$ cat src/rtl/simd_issue_pkg.sv
// simd_issue_pkg: FSM states, compute-unit opcodes and pipeline-depth helper
// shared by the SIMD issue controller files.
package simd_issue_pkg;

    typedef enum logic [1:0] {IDLE = 2'd0, ISSUE = 2'd1, DRAIN = 2'd2, DONE = 2'd3} state_t;

    localparam logic [3:0] ARITH = 4'd0;
    localparam logic [3:0] CALC  = 4'd1;
    localparam logic [3:0] COMP  = 4'd2;
    localparam logic [3:0] CAST  = 4'd3;

    function automatic int pipe_depth(input int rd_lat, input int cu_lat);
        return rd_lat + cu_lat;
    endfunction

endpackage

$ cat src/rtl/simd_addr_gen.sv
// simd_addr_gen: loadable base plus per-step stride accumulator; the address
// is the low AW bits, so wrap-around is silent.
module simd_addr_gen
    import simd_issue_pkg::*;
#(
    parameter int BW = 32,
    parameter int AW = 10
) (
    input  logic          clk,
    input  logic          reset,
    input  logic          load,
    input  logic          adv,
    input  logic [BW-1:0] base,
    input  logic [BW-1:0] stride,
    output logic [AW-1:0] addr
);

    logic [BW-1:0] acc;
    logic [BW-1:0] step;

    always_ff @(posedge clk) begin
        if (!reset) begin
            acc  <= '0;
            step <= '0;
        end else if (load) begin
            acc  <= base;
            step <= stride;
        end else if (adv) begin
            acc <= acc + step;
        end
    end

    assign addr = acc[AW-1:0];

endmodule

$ cat src/rtl/simd_issue_ctrl.sv
// simd_issue_ctrl: sequences one vector instruction into operand reads, compute-unit
// controls and latency-aligned result writes. SIMD_ISSUE_PERF_EN adds perf counters.
module simd_issue_ctrl
    import simd_issue_pkg::*;
#(
    parameter int OPCODE_BITS       = 4,
    parameter int FUNCTION_BITS     = 4,
    parameter int BASE_STRIDE_WIDTH = 32,
    parameter int ADDR_WIDTH        = 10,
    parameter int LOOP_WIDTH        = 16,
    parameter int BUF_RD_LATENCY    = 1,
    parameter int CU_LATENCY        = 1
) (
    input  logic                         clk,
    input  logic                         reset,
    input  logic                         instr_valid,
    output logic                         instr_ready,
    input  logic [OPCODE_BITS-1:0]       instr_opcode,
    input  logic [FUNCTION_BITS-1:0]     instr_fn,
    input  logic [BASE_STRIDE_WIDTH-1:0] instr_src0_base,
    input  logic [BASE_STRIDE_WIDTH-1:0] instr_src1_base,
    input  logic [BASE_STRIDE_WIDTH-1:0] instr_dst_base,
    input  logic [BASE_STRIDE_WIDTH-1:0] instr_src0_stride,
    input  logic [BASE_STRIDE_WIDTH-1:0] instr_src1_stride,
    input  logic [BASE_STRIDE_WIDTH-1:0] instr_dst_stride,
    input  logic [LOOP_WIDTH-1:0]        instr_iter,
    input  logic                         instr_reduction,
    output logic                         src0_rd_en,
    output logic                         src1_rd_en,
    output logic [ADDR_WIDTH-1:0]        src0_rd_addr,
    output logic [ADDR_WIDTH-1:0]        src1_rd_addr,
    output logic [OPCODE_BITS-1:0]       cu_opcode,
    output logic [FUNCTION_BITS-1:0]     cu_fn,
    output logic                         cu_acc_reset,
    output logic                         cu_reduction_flag,
    output logic                         dst_wr_en,
    output logic [ADDR_WIDTH-1:0]        dst_wr_addr,
    output logic                         busy,
    output logic                         done
`ifdef SIMD_ISSUE_PERF_EN
    ,
    output logic [31:0]                  perf_instr_cnt,
    output logic [31:0]                  perf_busy_cycles
`endif
);

    localparam int D = pipe_depth(BUF_RD_LATENCY, CU_LATENCY);

    state_t                state;
    logic [LOOP_WIDTH-1:0] rem;
    logic                  no_elem;
    logic                  first;
    logic [D-1:0]          tag_v;
    logic [D-1:0]          tag_f;
    logic [D-1:0]          tag_l;
    logic                  accept;
    logic                  rd;
    logic                  wr;

    assign instr_ready  = state == IDLE;
    assign accept       = instr_valid && instr_ready;
    assign rd           = state == ISSUE && rem != '0;
    assign wr           = tag_v[D-1] && (!cu_reduction_flag || tag_l[D-1]);
    assign src0_rd_en   = rd;
    assign src1_rd_en   = rd;
    assign dst_wr_en    = wr;
    assign busy         = state == ISSUE || state == DRAIN;
    assign done         = state == DONE;
    // Accumulator is cleared while idle, for empty instructions, and as element 0 enters the CU.
    assign cu_acc_reset = !busy || no_elem || tag_f[BUF_RD_LATENCY-1];

    always_ff @(posedge clk) begin
        if (!reset) begin
            state             <= IDLE;
            rem               <= '0;
            no_elem           <= 1'b0;
            first             <= 1'b0;
            tag_v             <= '0;
            tag_f             <= '0;
            tag_l             <= '0;
            cu_opcode         <= '0;
            cu_fn             <= '0;
            cu_reduction_flag <= 1'b0;
        end else begin
            tag_v <= {tag_v[D-2:0], rd};
            tag_f <= {tag_f[D-2:0], rd && first};
            tag_l <= {tag_l[D-2:0], rd && rem == LOOP_WIDTH'(1)};
            if (rd) begin
                rem   <= rem - LOOP_WIDTH'(1);
                first <= 1'b0;
            end
            case (state)
                IDLE: if (accept) begin
                    state             <= ISSUE;
                    rem               <= instr_iter;
                    no_elem           <= instr_iter == '0;
                    first             <= 1'b1;
                    cu_opcode         <= instr_opcode;
                    cu_fn             <= instr_fn;
                    cu_reduction_flag <= instr_reduction;
                end
                ISSUE: begin
                    if (rem == '0) state <= DONE;
                    else if (rem == LOOP_WIDTH'(1)) state <= DRAIN;
                end
                // The last element is on its write cycle once no earlier stage holds a tag.
                DRAIN: if (tag_v[D-2:0] == '0) state <= DONE;
                default: state <= IDLE;
            endcase
        end
    end

    simd_addr_gen #(.BW(BASE_STRIDE_WIDTH), .AW(ADDR_WIDTH)) u_src0 (
        .clk(clk), .reset(reset), .load(accept), .adv(rd),
        .base(instr_src0_base), .stride(instr_src0_stride), .addr(src0_rd_addr)
    );

    simd_addr_gen #(.BW(BASE_STRIDE_WIDTH), .AW(ADDR_WIDTH)) u_src1 (
        .clk(clk), .reset(reset), .load(accept), .adv(rd),
        .base(instr_src1_base), .stride(instr_src1_stride), .addr(src1_rd_addr)
    );

    simd_addr_gen #(.BW(BASE_STRIDE_WIDTH), .AW(ADDR_WIDTH)) u_dst (
        .clk(clk), .reset(reset), .load(accept), .adv(wr && !cu_reduction_flag),
        .base(instr_dst_base), .stride(instr_dst_stride), .addr(dst_wr_addr)
    );

`ifdef SIMD_ISSUE_PERF_EN
    always_ff @(posedge clk) begin
        if (!reset) begin
            perf_instr_cnt   <= '0;
            perf_busy_cycles <= '0;
        end else begin
            if (accept && !(&perf_instr_cnt)) perf_instr_cnt <= perf_instr_cnt + 32'd1;
            if (busy && !(&perf_busy_cycles)) perf_busy_cycles <= perf_busy_cycles + 32'd1;
        end
    end
`endif

endmodule

$ cat config.mk
export PLATFORM = sky130hd
export DESIGN_NAME = simd_issue_ctrl
export DESIGN_NICKNAME = d
export VERILOG_FILES = /design/src/rtl/simd_issue_pkg.sv /design/src/rtl/simd_addr_gen.sv /design/src/rtl/simd_issue_ctrl.sv
export SDC_FILE = /design/constraint.sdc
export NUM_CORES = 1
export LEC_CHECK = 0
export ABC_AREA = 1
export BUFFER_PORTS_ARGS = -buffer_cell sky130_fd_sc_hd__clkbuf_2
export CAP_MARGIN = 20
export CORE_MARGIN = 4
export CORE_UTILIZATION = 43
export DETAILED_ROUTE_END_ITERATION = 16
export PLACE_DENSITY_LB_ADDON = 0.2
export SETUP_SLACK_MARGIN = 0.5
export SLEW_MARGIN = 20
export SYNTH_ARGS = -nofsm -noshare
export SYNTH_HDL_FRONTEND = slang
export SYNTH_SLANG_ARGS = --single-unit
$ cat constraint.sdc
create_clock -name clk -period 1.6 [get_ports clk]
set_input_delay 0 -clock clk [delete_from_list [all_inputs] [get_ports clk]]
set_output_delay 0 -clock clk [all_outputs]
set_load 0.03 [all_outputs]
==> impl_metrics.ini <==
[timing]
setup_viol = 30
setup_tns_ns = -1.238
worst_slack_ns = -0.1461
skew_ns = 0.01191
rsz0062_at_grt = yes
slew_viol_final = 0
hold_viol = 0
finalCritPeriodShare_pct = 109.1
tightest_slew_ns = 0.5357
fmax_mhz = 572.7
relSlewSlack_pct = 64.29
min_period_ns = 1.746

[critical_path]
rr_endpoint = rem[8]
cp.arrival_ns = 2.06
reg2reg_depth = 11
startpoint_type = flop
critPathSlowestCell = xor2_1
critPathMostFrequentCell = buf_4
critPathCaptureType = flop
r2r-start = rem[1]
cp.required_ns = 1.91
max_stage_delay_ns = 0.37
regToRegSetupSlack_ns = -0.15
worstPathCellList = inv_2, buf_4, buf_4, ha_4, nand2_2, nor2_2, xor2_1, nand2_4, nand3_2, o211ai_1, inv_1
worstSetupPathType = reg -> reg
path_max_fanout = 3

[clock_tree]
clock_latency_ns = 0.36
numCtsBuffers = 9
clock-sinks = 94
cts_tree = built
cts_max_level = 3
clockBufferDepth = 2
clk_pin_slew_ns = 0.07
cts_root_buffer = clkbuf_16

[finish]
postLayoutCellArea_sq_um = 10760
layout-drive-gt1-share_pct = 51.82
instances_no_fill = 1326
nFillCells = 689
area_growth_pct = 87.84
antenna_cells = 0
fin_nets = 1407

[worst_hold_path]
hold_path_class = in -> reg
worstHoldStart = instr_src0_base[3]
min_to = u_src0.acc[3]
hold_path_depth = 5

[synth]
ys_ff_latch = 94
synth_cell_type_count = 38
synthTopCellsByArea = dfxtp_1, nand2_1, nor2_1
synthCells = 851
yosysSeqAreaShare_pct = 32.85
yosysTopAreaCellShare_pct = 32.85
post-synth-top-count-cell = nand2_1
synth_edf_count = 0
yosys.area.top_type = dfxtp_1
synth_nets = 1109
synth_area_sq_um = 5729
yosysWarnings = 0
synth_commonest_cells = nand2_1, nor2_1, dfxtp_1
synthArstFlopShare_pct = 0
synth_flop_cell = dfxtp_1
avgSynthCellArea_sq_um = 6.732

[global_routing]
grt_pass1_wl_um = 34720
grt_usage_pct = 29.34
antenna_found_initial = 0
grt_max_degree = 46
grt_pass1_vias = 6952
grt_overflow_total = 0

[placed_design]
place_inst = 1153
io_buffers = 133
place_congestion = 0.9122
place_area_sq_um = 7093
dp_hpwl_um = 11360

[floorplan]
rows = 41
io_pins = 266
core_area_sq_um = 12820
initial_core_util_pct = 44.67
chipHeight_um = 123.4
die-area_sq_um = 15240
die_x_um = 123.4

[run_status]
violations = negative setup slack
status = finished, violations left

[power]
p_per_area_nw_per_um2 = 2169
vdd_drop_max_mv = 1.156
p_leak_nw = 5.019
power_mw = 23.34

[job]
drv_cap = 0

[drt]
via_count = 7268
drt_iter0_drc = 587
routedWlPerCell_um = 19.21
postRouteAntennaNets = 0
route.detailed.drc = 0
dr.pass1.iters = 5
routed_wirelength_um = 25470
avgViaCountPerCell = 5.481
flip-flops by register name, summed over array words and instances, names as in the netlist:
name / cells
cu_fn: 4
cu_opcode: 4
cu_reduction_flag: 1
first: 1
no_elem: 1
rem: 16
state: 2
tag_f: 1
tag_l: 2
tag_v: 2
u_dst.acc: 10
u_dst.step: 10
u_src0.acc: 10
u_src0.step: 10
u_src1.acc: 10
u_src1.step: 10
critical path, delay by kind of cell (launching register included):
kind / cells / cell delay (ns)
buffers and inverters: 4 / 0.37
adder cells (fa/ha/maj): 1 / 0.15
AND/OR/NAND/NOR: 4 / 0.38
flip-flops: 1 / 0.33
AO/OA/AOI/OAI: 1 / 0.08
XOR/XNOR: 1 / 0.37
cell type report:
type	instances	area [sq um]	share of cell area, %
Clock buffer	12	256.5	2.383
Clock inverter	4	21.27	0.1977
Inverter	82	360.3	3.348
Multi-Input combinational cell	639	4793	44.54
Sequential cell	94	1979	18.39
Tap cell	172	215.2	2.000
Timing Repair Buffer	320	3083	28.65
Timing Repair inverter	3	52.55	0.4883
kinds of logic after synthesis:
group	count (synthesis)	synth area share [%]
and+or+nand+nor	425	31.23
AOI/OAI and AO/OA	152	14.92
buffers and inverters	118	8.648
DFF	94	32.85
adders and majority gates	38	8.692
xor gates and xnor gates	24	3.669
how the worst max path moves through the flow:
stage	start	to	slack, ns	cells past startpoint
6_report	rem[1]	rem[8]	-0.15	11
5_1_grt	rem[3]	rem[11]	-0.23	9
4_1_cts	u_dst.acc[0]	u_dst.acc[8]	0.01	10
3_5_place_dp	u_src1.step[0]	u_src1.acc[8]	-0.03	12
3_3_place_gp	rem[1]	rem[0]	0.009	10
2_1_floorplan	u_dst.acc[0]	u_dst.acc[6]	0.01	9
stage by stage:
stage | util, % | hold WS, ns | setup slack, ns
final | 83.91 | 0.01104 | -0.1461
after floorplan | - | 0.1473 | 0.01337
after CTS | 76.50 | 0.0007440 | 0.01470
after detailed placement | 55.31 | 0.2570 | -0.02933
after global placement | 55.31 | 0.2488 | 0.008621
after global routing | 83.91 | 0.03456 | -0.2303
routing by layer:
| layer | share of wire, % | up-vias | GRT usage (%) |
|---|---|---|---|
| met4 | 6.0 | 0 | 14.05 |
| li1 | - | 3357 | - |
| met5 | 0 | - | 0 |
| met1 | 37 | 3378 | 33.36 |
| met2 | 48 | 405 | 51.38 |
| met3 | 8.7 | 128 | 7.136 |
placed cells by master, fill, tap and decap left out, types with 17 or more instances in the layout:
master         netlist  layout
nand3_2              0      20
clkbuf_2             0     126
nand2_4              2      20
dfxtp_1             94      50
nor2_4               2      41
dfxtp_2              0      27
buf_16               0      17
dlygate4sd3_1        0      63
a21oi_1             43      24
o21ai_2              0      37
dfxtp_4              0      17
a21oi_2             10      29
nand2_1            180     134
buf_12               0      23
buf_4                3      56
nand2_2             12      37
inv_1               79      65
nor2_1             151     102
ha_4                 0      30
buf_6                2      24
nand3_1             49      28
o21ai_1              4      27
what timing repair did:
item,in CTS,in global routing
hold buffers,63,0
setup buffers,44,28
endpoints found under the setup margin,98,99
pin swaps,77,69
cloned,20,2
endpoints found under the hold margin,64,0
resized for setup,264,186
report_power, final:
group | switching [mW] | internal, mW | leakage [nW] | total [mW]
logic | 9.10 | 7.88 | 4.08 | 17.0
registers | 0.963 | 3.30 | 0.796 | 4.26
clock network | 0.959 | 1.13 | 0.143 | 2.09
total | 11.0 | 12.3 | 5.02 | 23.3
No activity file was read; power rests on OpenSTA's default activity.
